[src/rtl/piece_action_scheduler_pkg.sv]
// Shared types and constants for the falling-piece action scheduler.
package piece_action_scheduler_pkg;

    localparam int NUM_ACTIONS = 6;
    localparam logic [3:0] MAX_LOCK_RESETS = 4'd15;

    typedef logic [1:0] orientation_t;

    typedef struct packed {
        logic [4:0]   row;
        logic [4:0]   col;
        orientation_t orientation;
    } piece_pos_t;

    // Index order doubles as arbitration priority (lowest index wins).
    typedef enum logic [2:0] {
        ACT_HARD   = 3'd0,
        ACT_SOFT   = 3'd1,
        ACT_ROT_R  = 3'd2,
        ACT_ROT_L  = 3'd3,
        ACT_MOVE_R = 3'd4,
        ACT_MOVE_L = 3'd5
    } action_t;

    typedef enum logic [2:0] {
        ST_IDLE       = 3'd0,
        ST_SPAWN      = 3'd1,
        ST_CHECK      = 3'd2,
        ST_FALL       = 3'd3,
        ST_LOCK_DELAY = 3'd4,
        ST_LOCK       = 3'd5,
        ST_GAME_OVER  = 3'd6
    } sched_state_t;

endpackage

[src/rtl/piece_action_scheduler_action_arm.sv]
// One player action: rising-edge detect, repeat cooldown and the pending request bit.
module piece_action_scheduler_action_arm #(
    parameter int REPEAT_CYCLES = 8_000_000
) (
    input  logic clk,
    input  logic reset,
    input  logic req,
    input  logic enable,
    input  logic commit,
    output logic pending
);
    localparam int CW = $clog2(REPEAT_CYCLES + 1);

    logic          req_q;
    logic [CW-1:0] cooldown;
    logic          arm;

    assign arm = enable && req && !req_q && (cooldown == '0);

    // NOTE: sequential state uses non-blocking assignments so every register samples pre-edge values.
    always_ff @(posedge clk or posedge reset) begin
        if (reset) begin
            req_q    <= 1'b0;
            cooldown <= '0;
            pending  <= 1'b0;
        end else begin
            req_q <= req;

            if (arm) begin
                cooldown <= CW'(1);
            end else if (cooldown == CW'(REPEAT_CYCLES)) begin
                cooldown <= '0;
            end else if (cooldown != '0) begin
                cooldown <= cooldown + CW'(1);
            end

            // A fresh press outranks the commit of an older one.
            if (!enable) begin
                pending <= 1'b0;
            end else if (arm) begin
                pending <= 1'b1;
            end else if (commit) begin
                pending <= 1'b0;
            end
        end
    end

endmodule

[src/rtl/piece_action_scheduler.sv]
// Owns the falling-piece origin and sequences spawn, gravity, player actions, lock delay and game over.
// Optional macro LOCK_MOVE_RESET_EN: position-changing moves/rotations in lock delay restart the lock timer.
module piece_action_scheduler
    import piece_action_scheduler_pkg::*;
#(
    parameter int GRAVITY_CYCLES = 25_000_000,
    parameter int LOCK_CYCLES    = 25_000_000,
    parameter int REPEAT_CYCLES  = 8_000_000,
    parameter int SPAWN_ROW      = 0,
    parameter int SPAWN_COL      = 4
) (
    input  logic                   clk,
    input  logic                   reset,
    input  logic                   start,
    input  logic [NUM_ACTIONS-1:0] req,
    input  piece_pos_t             cand_pos [NUM_ACTIONS],
    input  logic                   spawn_blocked,
    output piece_pos_t             pos,
    output logic                   piece_active,
    output logic [NUM_ACTIONS-1:0] action_taken,
    output logic                   spawn_pulse,
    output logic                   lock_pulse,
    output logic                   game_over
);
    localparam int GW = $clog2(GRAVITY_CYCLES + 1);
    localparam int LW = $clog2(LOCK_CYCLES + 1);
    localparam piece_pos_t SPAWN_POS = '{row: 5'(SPAWN_ROW), col: 5'(SPAWN_COL), orientation: 2'd0};

    sched_state_t           state, state_next;
    logic [GW-1:0]          grav_cnt;
    logic                   gravity_pending;
    logic [LW-1:0]          lock_cnt;
    logic [NUM_ACTIONS-1:0] pending, act_req, grant, arm_clear;
    logic                   in_play, arm_enable, landed, grav_wrap, move_reset;
    piece_pos_t             commit_pos;
`ifdef LOCK_MOVE_RESET_EN
    logic [3:0]             reset_count;
`endif

    for (genvar a = 0; a < NUM_ACTIONS; a++) begin : g_arm
        piece_action_scheduler_action_arm #(
            .REPEAT_CYCLES(REPEAT_CYCLES)
        ) u_arm (
            .clk    (clk),
            .reset  (reset),
            .req    (req[a]),
            .enable (arm_enable),
            .commit (arm_clear[a]),
            .pending(pending[a])
        );
    end

    always_comb begin
        // NOTE: every signal driven here gets a default first, so no path can infer a latch.
        act_req    = '0;
        grant      = '0;
        commit_pos = pos;
        state_next = state;
        move_reset = 1'b0;
        in_play    = (state == ST_FALL) || (state == ST_LOCK_DELAY);
        arm_enable = in_play || (state == ST_CHECK);
        landed     = (cand_pos[ACT_SOFT].row == pos.row);
        grav_wrap  = (state == ST_FALL) && (grav_cnt == GW'(GRAVITY_CYCLES - 1));

        if (in_play) begin
            act_req           = pending;
            act_req[ACT_SOFT] = (state == ST_FALL) &&
                                (pending[ACT_SOFT] || gravity_pending || grav_wrap);
        end

        for (int i = 0; i < NUM_ACTIONS; i++) begin
            if (act_req[i] && (grant == '0)) begin
                grant[i]   = 1'b1;
                commit_pos = cand_pos[i];
            end
        end

        // Soft drops make no sense once landed; they are dropped rather than queued.
        arm_clear = grant;
        if (state == ST_LOCK_DELAY) begin
            arm_clear[ACT_SOFT] = 1'b1;
        end

`ifdef LOCK_MOVE_RESET_EN
        move_reset = (state == ST_LOCK_DELAY) && (|grant[5:2]) &&
                     (commit_pos != pos) && (reset_count != MAX_LOCK_RESETS);
`endif

        unique case (state)
            ST_IDLE:       if (start) state_next = ST_SPAWN;
            ST_SPAWN:      state_next = ST_CHECK;
            ST_CHECK:      state_next = spawn_blocked ? ST_GAME_OVER : ST_FALL;
            ST_FALL: begin
                if (grant[ACT_HARD])  state_next = ST_LOCK;
                else if (landed)      state_next = ST_LOCK_DELAY;
            end
            ST_LOCK_DELAY: begin
                if (grant[ACT_HARD])  state_next = ST_LOCK;
                else if ((lock_cnt == LW'(LOCK_CYCLES - 1)) && !move_reset)
                                      state_next = ST_LOCK;
                else if (!landed)     state_next = ST_FALL;
            end
            ST_LOCK:       state_next = ST_SPAWN;
            ST_GAME_OVER:  if (start) state_next = ST_SPAWN;
            default:       state_next = ST_IDLE;
        endcase
    end

    always_ff @(posedge clk or posedge reset) begin
        if (reset) begin
            state           <= ST_IDLE;
            pos             <= SPAWN_POS;
            action_taken    <= '0;
            grav_cnt        <= '0;
            gravity_pending <= 1'b0;
            lock_cnt        <= '0;
        end else begin
            state        <= state_next;
            action_taken <= grant;
            pos          <= (state == ST_SPAWN) ? SPAWN_POS : commit_pos;

            if (state == ST_SPAWN) begin
                grav_cnt        <= '0;
                gravity_pending <= 1'b0;
            end else if (state == ST_FALL) begin
                if (grant[ACT_SOFT]) begin
                    grav_cnt        <= '0;
                    gravity_pending <= 1'b0;
                end else if (grav_wrap) begin
                    grav_cnt        <= '0;
                    gravity_pending <= 1'b1;
                end else begin
                    grav_cnt <= grav_cnt + GW'(1);
                end
            end else begin
                gravity_pending <= 1'b0;
            end

            if ((state == ST_LOCK_DELAY) && !move_reset) begin
                lock_cnt <= lock_cnt + LW'(1);
            end else begin
                lock_cnt <= '0;
            end
        end
    end

`ifdef LOCK_MOVE_RESET_EN
    always_ff @(posedge clk or posedge reset) begin
        if (reset) begin
            reset_count <= '0;
        end else if (state == ST_SPAWN) begin
            reset_count <= '0;
        end else if (move_reset) begin
            reset_count <= reset_count + 4'd1;
        end
    end
`endif

    assign piece_active = in_play;
    assign spawn_pulse  = (state == ST_SPAWN);
    assign lock_pulse   = (state == ST_LOCK);
    assign game_over    = (state == ST_GAME_OVER);

endmodule
[config.mk]
export PLATFORM = sky130hd
export DESIGN_NAME = piece_action_scheduler
export DESIGN_NICKNAME = d
export VERILOG_FILES = /design/src/rtl/piece_action_scheduler_pkg.sv /design/src/rtl/piece_action_scheduler_action_arm.sv /design/src/rtl/piece_action_scheduler.sv
export SDC_FILE = /design/constraint.sdc
export NUM_CORES = 1
export LEC_CHECK = 0
export ABC_AREA = 1
export CORE_ASPECT_RATIO = 1.5
export CORE_MARGIN = 2
export CORE_UTILIZATION = 54
export CTS_CLUSTER_DIAMETER = 50
export DETAILED_ROUTE_END_ITERATION = 7
export HOLD_SLACK_MARGIN = 0.02
export PLACE_DENSITY_LB_ADDON = 0.1
export SYNTH_ARGS = -nofsm -noshare
export SYNTH_HDL_FRONTEND = slang
export SYNTH_SLANG_ARGS = --single-unit
[constraint.sdc]
create_clock -name clk -period 6.7 [get_ports clk]
set_input_delay 0.67 -clock clk [delete_from_list [all_inputs] [get_ports clk]]
set_output_delay 0.67 -clock clk [all_outputs]
set_load 0.1 [all_outputs]
==> results of run 1 <==
-- worst min-delay path by stage --
stage                            from           to  slack (ns)
after floorplan           lock_cnt[0]  lock_cnt[0]        0.43
after global placement    lock_cnt[0]  lock_cnt[0]        0.45
after detailed placement  lock_cnt[0]  lock_cnt[0]        0.46
after CTS                 lock_cnt[0]  lock_cnt[0]        0.47
after global routing      lock_cnt[0]  lock_cnt[0]        0.49
final                     lock_cnt[0]  lock_cnt[0]        0.47
-- final cells by class --
cell class | count | area share, %
Multi-Input combinational cell | 1191 | 41.3
Sequential cell | 222 | 36.7
Inverter | 286 | 7.14
Timing Repair Buffer | 105 | 6.98
Clock buffer | 35 | 4.92
Tap cell | 319 | 2.63
Clock inverter | 10 | 0.413
-- cell families after synthesis --
| group | after synthesis | share of synthesized area (%) |
|---|---|---|
| and+or+nand+nor | 908 | 33.0 |
| buffers and inverters | 311 | 9.44 |
| DFF | 222 | 42.6 |
| AOI/OAI and AO/OA | 189 | 8.24 |
| xor gates and xnor gates | 80 | 5.37 |
| adders and majority gates | 14 | 1.34 |
-- stage by stage --
stage | util (%) | hold slack, ns | setup slack, ns | instances
floorplan | - | 0.433 | 3.13 | 1724
global placement | 60.5 | 0.454 | 3.32 | 2123
detailed placement | 60.5 | 0.464 | 3.27 | 2123
CTS | 63.9 | 0.471 | 2.71 | 2168
global route | 63.9 | 0.494 | 2.61 | 2168
finish | 63.9 | 0.469 | 2.74 | 2168
-- routing by layer --
| layer | wire length [um] | share of wire [%] | vias up | track usage (%) |
|---|---|---|---|---|
| met2 | 16100 | 49 | 263 | 44.8 |
| met4 | 850 | 2.6 | 0 | 7.84 |
| li1 | - | - | 5854 | - |
| met3 | 1970 | 6.0 | 59 | 5.81 |
| met5 | 0 | 0 | - | 0 |
| met1 | 13800 | 42 | 5493 | 32.4 |
-- sequential cells by signal, summed over array words and instances, names as in the netlist --
| name | flops |
|---|---|
| g_arm.u_arm.cooldown | 138 |
| grav_cnt | 25 |
| lock_cnt | 25 |
| pos | 12 |
| action_taken | 6 |
| g_arm.u_arm.pending | 6 |
| g_arm.u_arm.req_q | 6 |
| state | 3 |
| gravity_pending | 1 |
-- critical path: cells and delay by family (launching register included) --
family	cells	cell delay (ns)
simple gates	3	0.76
buf+inv	3	1.59
flops	1	0.40
-- Yosys cell counts (all sizes together) (4+ instances only) --
cell	count
nand4	72
a21oi	72
dfrtp	221
nand3	111
xnor2	13
o21a	6
o22ai	14
o21ai	70
clkbuf	10
nor3b	4
buf	15
xor2	67
nor4	50
ha	14
a211oi	7
nor3	91
inv	285
nand2	343
nor2	228
-- report_power, final --
| group | switching (mW) | internal, mW |
|---|---|---|
| combinational | 0.677 | 0.243 |
| clock | 0.557 | 0.778 |
| sequential | 0.0813 | 1.42 |
==> reports/metrics.yaml, run 1 <==
layout_common_cells: "331 x nand2_1, 275 x inv_1, 221 x dfrtp_1, 200 x nor2_1, 108 x nand3_1"
r2r_cells: 10
clk_pin_slew_ns: 0.06
wl_per_cell_um: 15.1
crit_start: "state[1]"
grt_overflow: 0
post_cts_buffers: 0
drc: 0
critPathKind: "flip-flop to output port"
cp_slowest_stage_delay_ns: 1.24
fin_setup_tns_ns: 0
clk_latency_ns: 0.53
die-area_mm2: 0.0254
cp.required_ns: 6.03
ff_latch_area_mm2: 0.00556
syn_area_mm2: 0.0130
start_util_pct: 54.9
final_nets: 1928
io_pins: 104
die_h_um: 194
cap_violations: 0
wirelength_um: 32700
synthCells: 1724
finalCriticalPeriod_ns: 3.96
power-per-cell-area_mw_per_mm2: 248
worst_setup_path_end_kind: "output port"
slew_violations: 0
antennaDiodeCount: 0
r2r_slack_ns: 3.76
leakage_nw: 7.04
drive_above_1_share_pct: 6.49
cts_sinks: 222
cts_tree: "built"
io_buffer_count: 103
rows: 69
grt_pass1_vias: 11500
hpwl_um: 24700
multiInputGateArea_mm2: 0.00626
die_w_um: 131
min_path_cells: 1
finalCritPeriodShare_pct: 59.1
synth-seq-cells: 222
worst_r2r_endpoint: "grav_cnt[16]"
dpl_cell_area_mm2: 0.0144
drtIter0Drc: 713
ys_seq_area_share_pct: 42.6
r2r-start: "grav_cnt[0]"
ctsResizeCount: 0
max_freq_mhz: 252
viasPerCell: 5.38
syn_nets: 1820
rsz0062_at_grt: "no"
clock_skew_ns: 0.0149
fin_area_mm2: 0.0152
grt_antenna_before_repair: 0
setup_viol: 0
start_kind: "flip-flop"
nFillCells: 2171
synth_cell_types: 57
slowest_stage: "clkdlybuf4s50_1"
max-vdd-ir-drop_mv: 0.384
cp.arrival_ns: 3.29
num_vias: 11700
syn2layout_area_growth_pct: 16.2
place_congestion: 0.965
cts_buffer_depth: 3
gr-usage-all-layers_pct: 26.0
grt_pass1_wl_um: 54200
synth-edff-count: 0
synth-async-reset-ratio_pct: 100
dr.pass1.iters: 6
worstPathCellList: "inv_2, nand2_2, nor2_2, inv_4, nand2_8, clkdlybuf4s50_1"
synth_top_area_cell: "dfrtp_1"
grt_max_degree: 144
layout_commonest_cell: "nand2_1"
cts_root_buf: "clkbuf_16"
cts_buffers: 26
crit_path_end: "piece_active"
worstHoldPathType: "flip-flop to flip-flop"
path_max_fanout: 16
hold_viol_final: 0
synth_area_leaders: "dfrtp_1 42%, nand2_1 9.5%, inv_1 7.9%"
power_mw: 3.75
synth_ff_type: "dfrtp_1"
outcome: "complete, no violations"
final_antenna_net_count: 0
yosys_warnings: 0
htreeDepth: 1
hold_buffers: 0
max-slew-margin-rel_pct: 26.3
synth_area_per_cell_um2: 7.57
worst_pin_slew_ns: 1.10
synth_top_cell_area_share_pct: 42.4
coreArea_mm2: 0.0237
(Power assumes the default switching activity.)
==> inputs of run 2 (changes only) <==
--- a/config.mk
+++ b/config.mk
@@ -8,7 +8,7 @@
 export ABC_AREA = 1
 export CORE_ASPECT_RATIO = 1.5
 export CORE_MARGIN = 2
-export CORE_UTILIZATION = 54
+export CORE_UTILIZATION = 55
 export CTS_CLUSTER_DIAMETER = 50
 export DETAILED_ROUTE_END_ITERATION = 7
 export HOLD_SLACK_MARGIN = 0.02
==> constraint.sdc (replaced) <==
create_clock -name clk -period 3.7 [get_ports clk]
set_input_delay 0.37 -clock clk [delete_from_list [all_inputs] [get_ports clk]]
set_output_delay 0.37 -clock clk [all_outputs]
set_load 0.1 [all_outputs]
==> run 2 against run 1 <==
  * Utilization grew 1.3 points
  * Sequential cell count stayed put
  * Largest cell class unchanged
  * Clock power up 100%
  * Worst hold slack worse by 0.13 ns
==> reports/metrics.yaml, run 2 (synthesis gave the netlist of run 1 again) <==
drive_above_1_share_pct: 6.95
finalCriticalPeriod_ns: 3.02
dp_cells: 2128
coreArea_mm2: 0.0235
max-slew-margin-rel_pct: 19.1
viasPerCell: 5.47
post_cts_buffers: 0
fin_util_pct: 65.1
cp.arrival_ns: 2.65
final_nets: 1933
dr.pass1.iters: 6
rsz0062_at_grt: "no"
stdcell_count: 2181
drtIter0Drc: 793
cp.required_ns: 3.33
whs_ns: 0.341
layout_common_cells: "331 x nand2_1, 275 x inv_1, 221 x dfrtp_1, 200 x nor2_1, 108 x nand3_1"
largest_register: "g_arm.u_arm.cooldown"
leakage_nw: 7.10
grt_max_degree: 74
grt_pass1_vias: 11800
final_antenna_net_count: 0
max_freq_mhz: 331
critPathKind: "flip-flop to output port"
drc: 0
grt_antenna_before_repair: 8
cts_buffer_depth: 3
clk_latency_ns: 0.54
die_w_um: 130
hold_viol_final: 0
cts_buffers: 26
slew_violations: 0
htreeDepth: 1
io_pins: 104
reg_top3: "g_arm.u_arm.cooldown: 138 flops, grav_cnt: 25 flops, lock_cnt: 25 flops"
finalCritPeriodShare_pct: 81.6
setup_slack_ns: 0.681
worst_pin_slew_ns: 1.21
num_vias: 11900
wirelength_um: 36200
clk_pin_slew_ns: 0.06
layout_commonest_cell: "nand2_1"
ctsResizeCount: 0
cts_tree: "built"
cts_sinks: 222
io_buffer_count: 103
wl_per_cell_um: 16.6
die-area_mm2: 0.0250
setup_viol: 0
cts_root_buf: "clkbuf_16"
crit_start: "state[2]"
hpwl_um: 27400
r2r_cells: 11
fin_setup_tns_ns: 0
worstHoldPathType: "primary input to asynchronous set/reset pin"
path_max_fanout: 14
start_util_pct: 55.5
start_kind: "flip-flop"
hold_buffers: 0
r2r-start: "state[1]"
cap_violations: 0
clock_skew_ns: 0.0133
place_worst_setup_slack_ns: 1.08
syn2layout_area_growth_pct: 17.3
place_congestion: 0.952
grt_overflow: 0
rows: 69
gr-usage-all-layers_pct: 29.8
max-vdd-ir-drop_mv: 0.416
power-per-cell-area_mw_per_mm2: 463
grt_pass1_wl_um: 59000
outcome: "complete, no violations"
die_h_um: 193
largest_register_ffs: 138
worst_setup_path_end_kind: "output port"
run 2: cell count changes in the layout (fill, tap and decap cells not counted), moves of 2 or more:
cell / change
clkbuf_1: -2
bufinv_16: +2
buf_4: +6
clkinv_4: +2
diode_2: +7
clkbuf_8: +2
clkinv_2: -4
run 2: final timing paths:
| check | end | slack, ns |
|---|---|---|
| max in group asynchronous | g_arm[2].u_arm.cooldown[16] | 2.45 |
| worst max register to register | pos[5] | 1.06 |
| worst min register to register | lock_cnt[0] | 0.47 |
| worst min-delay path | g_arm[3].u_arm.cooldown[2] | 0.34 |
| worst max-delay path | spawn_pulse | 0.68 |
| min in group clk | g_arm[1].u_arm.req_q | 0.35 |
run 2: routing by layer:
layer | up-vias | track usage (%) | wire (um)
met1 | 5643 | 36.0 | 14400
li1 | 5875 | - | -
met2 | 318 | 49.8 | 17800
met5 | - | 0 | 14
met4 | 2 | 13.6 | 1350
met3 | 92 | 7.76 | 2580
run 2: worst max-delay path, cell delays in order (launching register included):
cell,delay (ns)
dfrtp_1,0.42
inv_1,0.10
nand2_2,0.19
nor2_1,0.24
clkdlybuf4s50_1,1.17
run 2: layout make-up:
class | count | area (um2)
Clock inverter | 11 | 125
Timing Repair Buffer | 110 | 1090
Clock buffer | 35 | 766
Sequential cell | 222 | 5560
Antenna cell | 7 | 17.5
Inverter | 286 | 1080
Tap cell | 319 | 399
Fill cell | 2114 | 8190
Multi-Input combinational cell | 1191 | 6260
run 2: metrics by stage:
stage	instance area [um2]	power (mW)
floorplan	13000	3.94
global placement	14400	4.43
detailed placement	14400	4.45
CTS	15300	7.11
global route	15300	7.37
finish	15300	7.08
run 2: where the power goes:
part	switching, mW	leakage (nW)	internal, mW
sequential	0.133	2.95	2.57
clock	1.07	0.435	1.59
combinational	1.27	3.71	0.449
total	2.47	7.10	4.61
